### src/rtl/mem_arbiter.sv
// mem_arbiter: shares one single-port synchronous RAM between instruction fetch
// and the MEM-stage data port, and decodes a data-side I/O window (switches in,
// LED register out). Every access takes one issue cycle (IDLE) plus one response
// cycle (RESP).
// Ports:
//   clk, rst            clock (rising edge) and asynchronous active-low reset
//   inst_*              fetch request/address in; read data and ready pulse out
//   data_*              data request, write enable, address and store data in;
//                       load data and ready pulse out
//   ram_*               chip enable, write enable, address and write data to the
//                       RAM; read data back from it (valid the cycle after issue)
//   switch_i / led_o    I/O window: switch input and LED register
//   stall_o             pipeline stall request
module mem_arbiter #(
  parameter int unsigned STARVE_MAX = 4,
  parameter int unsigned IO_W       = 16,
  parameter int unsigned MMIO_BIT   = 31
) (
  input  logic            clk,
  input  logic            rst,
  input  logic            inst_req_i,
  input  logic [31:0]     inst_addr_i,
  output logic [31:0]     inst_data_o,
  output logic            inst_ready_o,
  input  logic            data_ce_i,
  input  logic            data_we_i,
  input  logic [31:0]     data_addr_i,
  input  logic [31:0]     data_wdata_i,
  output logic [31:0]     data_rdata_o,
  output logic            data_ready_o,
  output logic            ram_ce_o,
  output logic            ram_we_o,
  output logic [31:0]     ram_addr_o,
  output logic [31:0]     ram_wdata_o,
  input  logic [31:0]     ram_rdata_i,
  input  logic [IO_W-1:0] switch_i,
  output logic [IO_W-1:0] led_o,
  output logic            stall_o
);

  localparam int unsigned      CNT_W   = (STARVE_MAX < 1) ? 1 : $clog2(STARVE_MAX + 1);
  localparam logic [CNT_W-1:0] CNT_MAX = CNT_W'(STARVE_MAX);

  typedef enum logic {S_IDLE = 1'b0, S_RESP = 1'b1} state_t;

  state_t           r_state;
  state_t           w_next_state;
  logic             r_owner_data;
  logic             r_mmio;
  logic             r_we;
  logic [CNT_W-1:0] r_starve_cnt;
  logic [31:0]      r_inst_hold;
  logic [31:0]      r_data_hold;
  logic [IO_W-1:0]  r_led;

  logic             w_grant_inst;
  logic             w_grant_data;
  logic             w_grant_mmio;
  logic             w_inst_ready;
  logic             w_data_ready;
  logic [31:0]      w_rd_result;

  // State register
  always_ff @(posedge clk or negedge rst) begin
    if (!rst) r_state <= S_IDLE;
    else      r_state <= w_next_state;
  end

  // Arbitration, issue drive and response decode
  always_comb begin
    w_next_state = r_state;
    w_grant_inst = 1'b0;
    w_grant_data = 1'b0;
    w_grant_mmio = 1'b0;
    w_inst_ready = 1'b0;
    w_data_ready = 1'b0;
    w_rd_result  = r_mmio ? 32'(switch_i) : ram_rdata_i;
    ram_ce_o     = 1'b0;
    ram_we_o     = 1'b0;
    ram_addr_o   = inst_addr_i;
    ram_wdata_o  = data_wdata_i;
    case (r_state)
      S_IDLE: begin
        // A fetch that has watched STARVE_MAX data grants wins over data once.
        if (data_ce_i && inst_req_i && (r_starve_cnt == CNT_MAX)) w_grant_inst = 1'b1;
        else if (data_ce_i)                                         w_grant_data = 1'b1;
        else if (inst_req_i)                                        w_grant_inst = 1'b1;
        if (w_grant_inst || w_grant_data) w_next_state = S_RESP;
      end
      S_RESP: begin
        w_inst_ready = ~r_owner_data;
        w_data_ready = r_owner_data;
        w_next_state = S_IDLE;
      end
      default: w_next_state = S_IDLE;
    endcase
    w_grant_mmio = w_grant_data & data_addr_i[MMIO_BIT];
    if (w_grant_data) ram_addr_o = data_addr_i;
    // Gated by rst so nothing reaches the RAM while reset is held.
    ram_ce_o = rst & (w_grant_inst | (w_grant_data & ~w_grant_mmio));
    ram_we_o = rst & w_grant_data & ~w_grant_mmio & data_we_i;
  end

  // Owner / access-type record and fetch starvation counter
  always_ff @(posedge clk or negedge rst) begin
    if (!rst) begin
      r_owner_data <= 1'b0;
      r_mmio       <= 1'b0;
      r_we         <= 1'b0;
      r_starve_cnt <= '0;
    end else begin
      if (w_grant_inst || w_grant_data) begin
        r_owner_data <= w_grant_data;
        r_mmio       <= w_grant_mmio;
        r_we         <= w_grant_data & data_we_i;
      end
      if (w_grant_inst) begin
        r_starve_cnt <= '0;
      end else if (w_grant_data) begin
        if (!inst_req_i)                  r_starve_cnt <= '0;
        else if (r_starve_cnt != CNT_MAX) r_starve_cnt <= r_starve_cnt + CNT_W'(1);
      end
    end
  end

  // Read-data hold registers and LED register
  always_ff @(posedge clk or negedge rst) begin
    if (!rst) begin
      r_inst_hold <= '0;
      r_data_hold <= '0;
      r_led       <= '0;
    end else begin
      if (w_inst_ready)              r_inst_hold <= w_rd_result;
      if (w_data_ready && !r_we)     r_data_hold <= w_rd_result;
      if (w_grant_mmio && data_we_i) r_led       <= data_wdata_i[IO_W-1:0];
    end
  end

  assign inst_ready_o = w_inst_ready;
  assign data_ready_o = w_data_ready;
  assign inst_data_o  = w_inst_ready ? w_rd_result : r_inst_hold;
  // A store response leaves the last load value on data_rdata_o.
  assign data_rdata_o = (w_data_ready && !r_we) ? w_rd_result : r_data_hold;
  assign led_o        = r_led;
  assign stall_o      = (inst_req_i & ~w_inst_ready) | (data_ce_i & ~w_data_ready);

endmodule

### config.mk
export PLATFORM = sky130hd
export DESIGN_NAME = mem_arbiter
export DESIGN_NICKNAME = d
export VERILOG_FILES = /design/src/rtl/mem_arbiter.sv
export SDC_FILE = /design/constraint.sdc
export NUM_CORES = 1
export LEC_CHECK = 0
export CORE_MARGIN = 4
export CORE_UTILIZATION = 35
export CTS_CLUSTER_DIAMETER = 150
export DETAILED_ROUTE_END_ITERATION = 10
export PLACE_DENSITY = 0.8
export REMOVE_ABC_BUFFERS = 1
export SETUP_SLACK_MARGIN = 0.4
export SLEW_MARGIN = 20
export SYNTH_ARGS = -nofsm -noshare
export SYNTH_HDL_FRONTEND = slang
export SYNTH_SLANG_ARGS = --single-unit
### constraint.sdc
create_clock -name clk -period 3.4 [get_ports clk]
set_input_delay 0.85 -clock clk [delete_from_list [all_inputs] [get_ports clk]]
set_output_delay 0.85 -clock clk [all_outputs]
set_load 0.02 [all_outputs]
Word level (Yosys, flattened, before mapping) --
Cells that the tools add are included.
Cells by class: add/subtract/negate cells 1, equality and inequality tests 3, multiplexer cells 21, bitwise operators 16, reductions and logical operators 9
Operators by type and width (count):
- 32-bit two-way mux | 4
- 1-bit two-way mux | 12
- 3-bit two-way mux | 4
- 1-bit bitwise AND | 9
- 1-bit NOT | 5
- 1-bit logical AND | 4
- 3-bit by 1-bit adder with 3-bit output (second input constant) | 1
- 3-bit == test (second input constant) | 1
- 3-bit by 1-bit inequality test with 1-bit output (second input constant) | 1
- 3-bit inequality test (second input constant) | 1
- 1-bit logical OR | 2
- 1-bit bitwise OR | 2
- 1-bit one-hot mux with 2 select lines | 1
- 2-bit AND reduction | 1
- 2-bit nonzero test | 1
- 1-bit logical NOT | 1
Word-level totals: register bits 87, bits of input ports 149, word-level logic and storage cells 58

Logic depth before layout (Yosys ltp) --
word-level depth 10, mapped depth 7

Worst setup path before layout --
No wires, ideal clock.
path type in2out, start point input port inst_req_i, end point output port ram_we_o, arrival time 1.891 ns, data required time 2.550 ns, slack 0.659 ns, cell stages on the path 6, path buffers 3, cells stage by stage buf_6 -> nand3_2 -> nand3b_1 -> buf_4 -> buf_6 -> nor4b_2
Between the ends: longest elaborated chain between the ends 9, elaborated cells between the ends (all ways) 10, those cells by class mux: 3; bitwise: 5; reduce/logical: 2
RTL lines:
- start, declared | RTL line 21 | input logic inst_req_i,
- 1-bit logical AND (*) (2 in series) | RTL line 85 | if (data_ce_i && inst_req_i && (r_starve_cnt == CNT_MAX)) w_grant_inst = 1'b1;
- 1-bit two-way mux (*) | RTL line 85
- 1-bit two-way mux (*) (2 in series) | RTL line 82 | case (r_state)
- 1-bit bitwise AND | RTL line 97 | w_grant_mmio = w_grant_data & data_addr_i[MMIO_BIT];
- 1-bit NOT | RTL line 101 | ram_we_o = rst & w_grant_data & ~w_grant_mmio & data_we_i;
- 1-bit bitwise AND (*) (2 in series) | RTL line 101
- end, declared | RTL line 32 | output logic ram_we_o,
Mark *: on every way between the ends. The rest lies on a longest branch, timed or not. The select of a mux whose other input is x is not followed.

Worst setup path after layout --
start point input port data_ce_i, end point output port ram_addr_o[2]
Between the ends: longest elaborated chain between the ends 6, elaborated cells between the ends (all ways) 7, those cells by class mux: 5; reduce/logical: 2
RTL lines:
- start, declared | RTL line 25 | input logic data_ce_i,
- 1-bit logical AND (2 in series) | RTL line 85
- 1-bit two-way mux (*) | RTL line 85
- 1-bit two-way mux (*) (2 in series) | RTL line 82
- 32-bit two-way mux (*) | RTL line 98 | if (w_grant_data) ram_addr_o = data_addr_i;
- end, declared | RTL line 33 | output logic [31:0] ram_addr_o,
Marks and branches as above.

==> key figures <==
Run status
  – Status: finished, final reports clean

CTS
  – CTS Buf Count: 9
  – Clock transition at path regs: 0.06 ns
  – # H-tree levels: 3
  – CTS tree: done
  – Clock Latency Late Sink: 0.33 ns
  – Hold_buf cts: 0
  – Clock Sinks: 87
  – CTS root buffer: clkbuf_16
  – Clk buf depth: 2

Drt
  – Final WL: 15100 µm
  – Vias per inst: 4.79
  – WL/cell: 19.2 µm
  – Post-route ant nets: 0
  – Iteration-0 DRC Markers: 117
  – Post-route DRC: 0
  – 1st-pass router iterations: 4
  – Vias: 3757

Power
  – Internal Pwr Total: 3.00 mW
  – Comb power frac: 0.432
  – Leak pwr: 3.38 nW
  – VDD IR max: 232 µV
  – Power, Total: 4.65 mW
  – Register share of total power: 0.325
  – Switching Share: 0.356
  – Clk pwr share: 0.243
  – Psw: 1.66 mW
  – PD cells: 644 nW/µm²

Finish
  – Fin util: 0.601
  – Fill cell count: 1058
  – Ant diodes: 0
  – Ratio of cells with drive above 1 in the final layout: 0.201
  – Design Area, Final: 7220 µm²
  – Nets: 783
  – Area Growth Syn to Fin: 68.9%

Timing
  – Worst Skew: 0.00341 ns
  – Unrepaired setup endpoints after global routing: false
  – Fin. max-slew vios: 0
  – Setup Viol. Count Final: 0
  – Slew @ Worst Pin: 0.615 ns
  – Fin crit period: 2.96 ns
  – FMAX: 338 MHz
  – Period Utilization, post-route: 0.871
  – Slew margin rel.: 0.590
  – Final Hold Viols: 0

Global routing
  – Initial antenna violation count: 0
  – Largest net degree at the start of global routing: 66
  – First-pass GRT wire length: 23100 µm
  – Vias in the first global route: 4263
  – GRT Overall Usage: 0.213
  – Total grt overflow: 0

Yosys
  – Instance count of the mapped netlist: 392
  – Flop and latch count out of synthesis: 87
  – Cell variety after synth: 27
  – Cell Area, Synth: 4280 µm²
  – Seq/Total Area, Yosys: 0.509
  – Yosys warning count: 0
  – Syn_area_per_cell: 10.9 µm²

Worst setup path
  – Slowest CP cell: mux2_2
  – Most used cell along the critical path: buf_6
  – Crit Path Class: in2out
  – Worst-path maximum fanout: 8
  – Critical path buffers and inverters: 5
  – Largest stage delay, worst path: 0.34 ns
  – CP Data Required Time: 2.55 ns
  – Crit end category: output pin
  – Startpoint Class: input pin
  – Worst-path cell chain: dlygate4sd2_1 -> nand3b_1 -> buf_6 -> buf_16 -> buf_6 -> mux2_2 -> buf_6
  – Family with the most delay on the worst path: buffers and inverters
  – WP data arrival: 2.11 ns

Floorplanning
  – Initial core utilization: 0.356
  – Core area: 12000 µm²
  – Num rows: 40
  – Die height: 119 µm
  – I/O Pins: 298
  – Die footprint: 14100 µm²
  – Chip Width: 119 µm

Placement
  – PortBufs: 265
  – Placed cell areas: 6850 µm²
  – Post-DP HPWL: 11900 µm
  – Final Wtd Congestion: 0.876

Run
  – Max-Cap Viols: 0

Min path
  – Worst min path class: reg2reg
metal layers:
layer  up-vias  GRT usage  share of wire
met1      1761      0.195           0.32
met2       192      0.404           0.55
li1       1764          -              -
met3        40     0.0708          0.079
met4         0      0.123          0.048
met5         -          0              0
cell usage in the layout, fill, tap and decap left out, drive strengths merged, types with 2 or more instances in the layout:
cell	synthesis	routed
a21oi	2	2
buf	47	50
bufinv	0	3
clkbuf	11	12
clkdlybuf4s15	0	8
clkdlybuf4s50	0	164
clkinvlp	0	2
dfrtp	87	87
dlygate4sd2	0	64
ha	2	2
inv	6	6
mux2	48	48
mux2i	17	17
nand2	72	72
nand2b	17	17
nand3b	2	2
nor2	2	2
nor3b	2	2
o21ai	67	67
o22ai	2	2
synth_stat cells:
cell type,n,share of area
dfrtp_1,87,0.51
nand2_1,72,0.063
o21ai_0,67,0.078
buf_4,33,0.058
mux2_2,24,0.063
mux2_4,24,0.084
mux2i_1,17,0.040
nand2b_1,17,0.025
clkbuf_1,11,0.0097
buf_2,8,0.0094
inv_1,6,0.0053
buf_6,5,0.013
a21oi_1,2,0.0023
ha_1,2,0.0059
nand3b_1,2,0.0035
nor2_1,2,0.0018
nor3b_1,2,0.0035
o22ai_1,2,0.0029
a21bo_2,1,0.0023
a22oi_1,1,0.0018
and2_1,1,0.0015
buf_12,1,0.0047
nand3_2,1,0.0023
nand4b_1,1,0.0020
nor2b_2,1,0.0020
nor4b_2,1,0.0035
o21bai_1,1,0.0018
logic make-up (layout without fill, tap and decap cells):
group / count (synthesis) / in the layout / synth area share
AND/OR/NAND/NOR: 100 / 100 / 0.108
flip-flops: 87 / 87 / 0.509
AO/OA/AOI/OAI: 74 / 74 / 0.0895
multiplexers: 65 / 65 / 0.187
buffers and inverters: 64 / 309 / 0.100
adder cells (fa/ha/maj): 2 / 2 / 0.00585
metrics by stage:
| step | setup TNS [ns] | hold WS, ns | setup slack, ns | std cells |
|---|---|---|---|---|
| 6_report | 0 | 0.485 | 0.439 | 784 |
| 5_1_grt | 0 | 0.509 | 0.398 | 784 |
| 2_1_floorplan | -2.61 | 0.441 | -0.225 | 334 |
| 3_3_place_gp | -2.86 | 0.455 | -0.130 | 759 |
| 3_5_place_dp | -4.47 | 0.479 | -0.207 | 759 |
| 4_1_cts | 0 | 0.488 | 0.413 | 784 |
registers in the layout, summed over array words and instances, names as in the netlist:
signal / flops
r_data_hold: 32
r_inst_hold: 32
led_o: 16
r_starve_cnt: 3
r_mmio: 1
r_owner_data: 1
r_state: 1
r_we: 1
what timing repair did:
item                       in CTS  in global routing
setup endpoints to repair      99                 27
setup buffers                   7                  0
pin swaps                       2                  3
gates resized for setup       192                 15
cloned                          2                  0
area by class of cell:
cell class                 count  area (µm²)  area share
clock buffer                  11         243      0.0336
inverter                       6        22.5     0.00312
timing repair buffer         287        2790       0.386
multi-input combinational    241        1700       0.236
tap                          147         184      0.0255
clock inverter                 5         105      0.0146
sequential                    87        2180       0.301
power by group through the flow:
stage / Sequential (mW) / Combinational, mW / Clock, mW
finish: 1.51 / 2.01 / 1.13
global route: 1.54 / 2.16 / 1.20
CTS: 1.51 / 2.03 / 1.16
detailed placement: 1.53 / 2.22 / 0
global placement: 1.50 / 2.18 / 0
floorplan: 1.57 / 0.948 / 0
worst paths after layout:
path,start,endpoint,slack [ns],cells past startpoint
max,data_ce_i,ram_addr_o[2],0.44,7
min,r_data_hold[11],r_data_hold[11],0.48,2
max reg2reg,r_state,led_o[15],1.75,4
min reg2reg,r_data_hold[11],r_data_hold[11],0.48,2
max in group asynchronous,rst,led_o[4],1.76,3
min in group asynchronous,rst,r_inst_hold[25],0.61,2
worst min-delay path, delay by kind of cell, from the launching register on:
kind            cells  cell delay [ns]
flops               1             0.32
simple gates        1             0.04
compound gates      1             0.08
(Power assumes the default switching activity.)
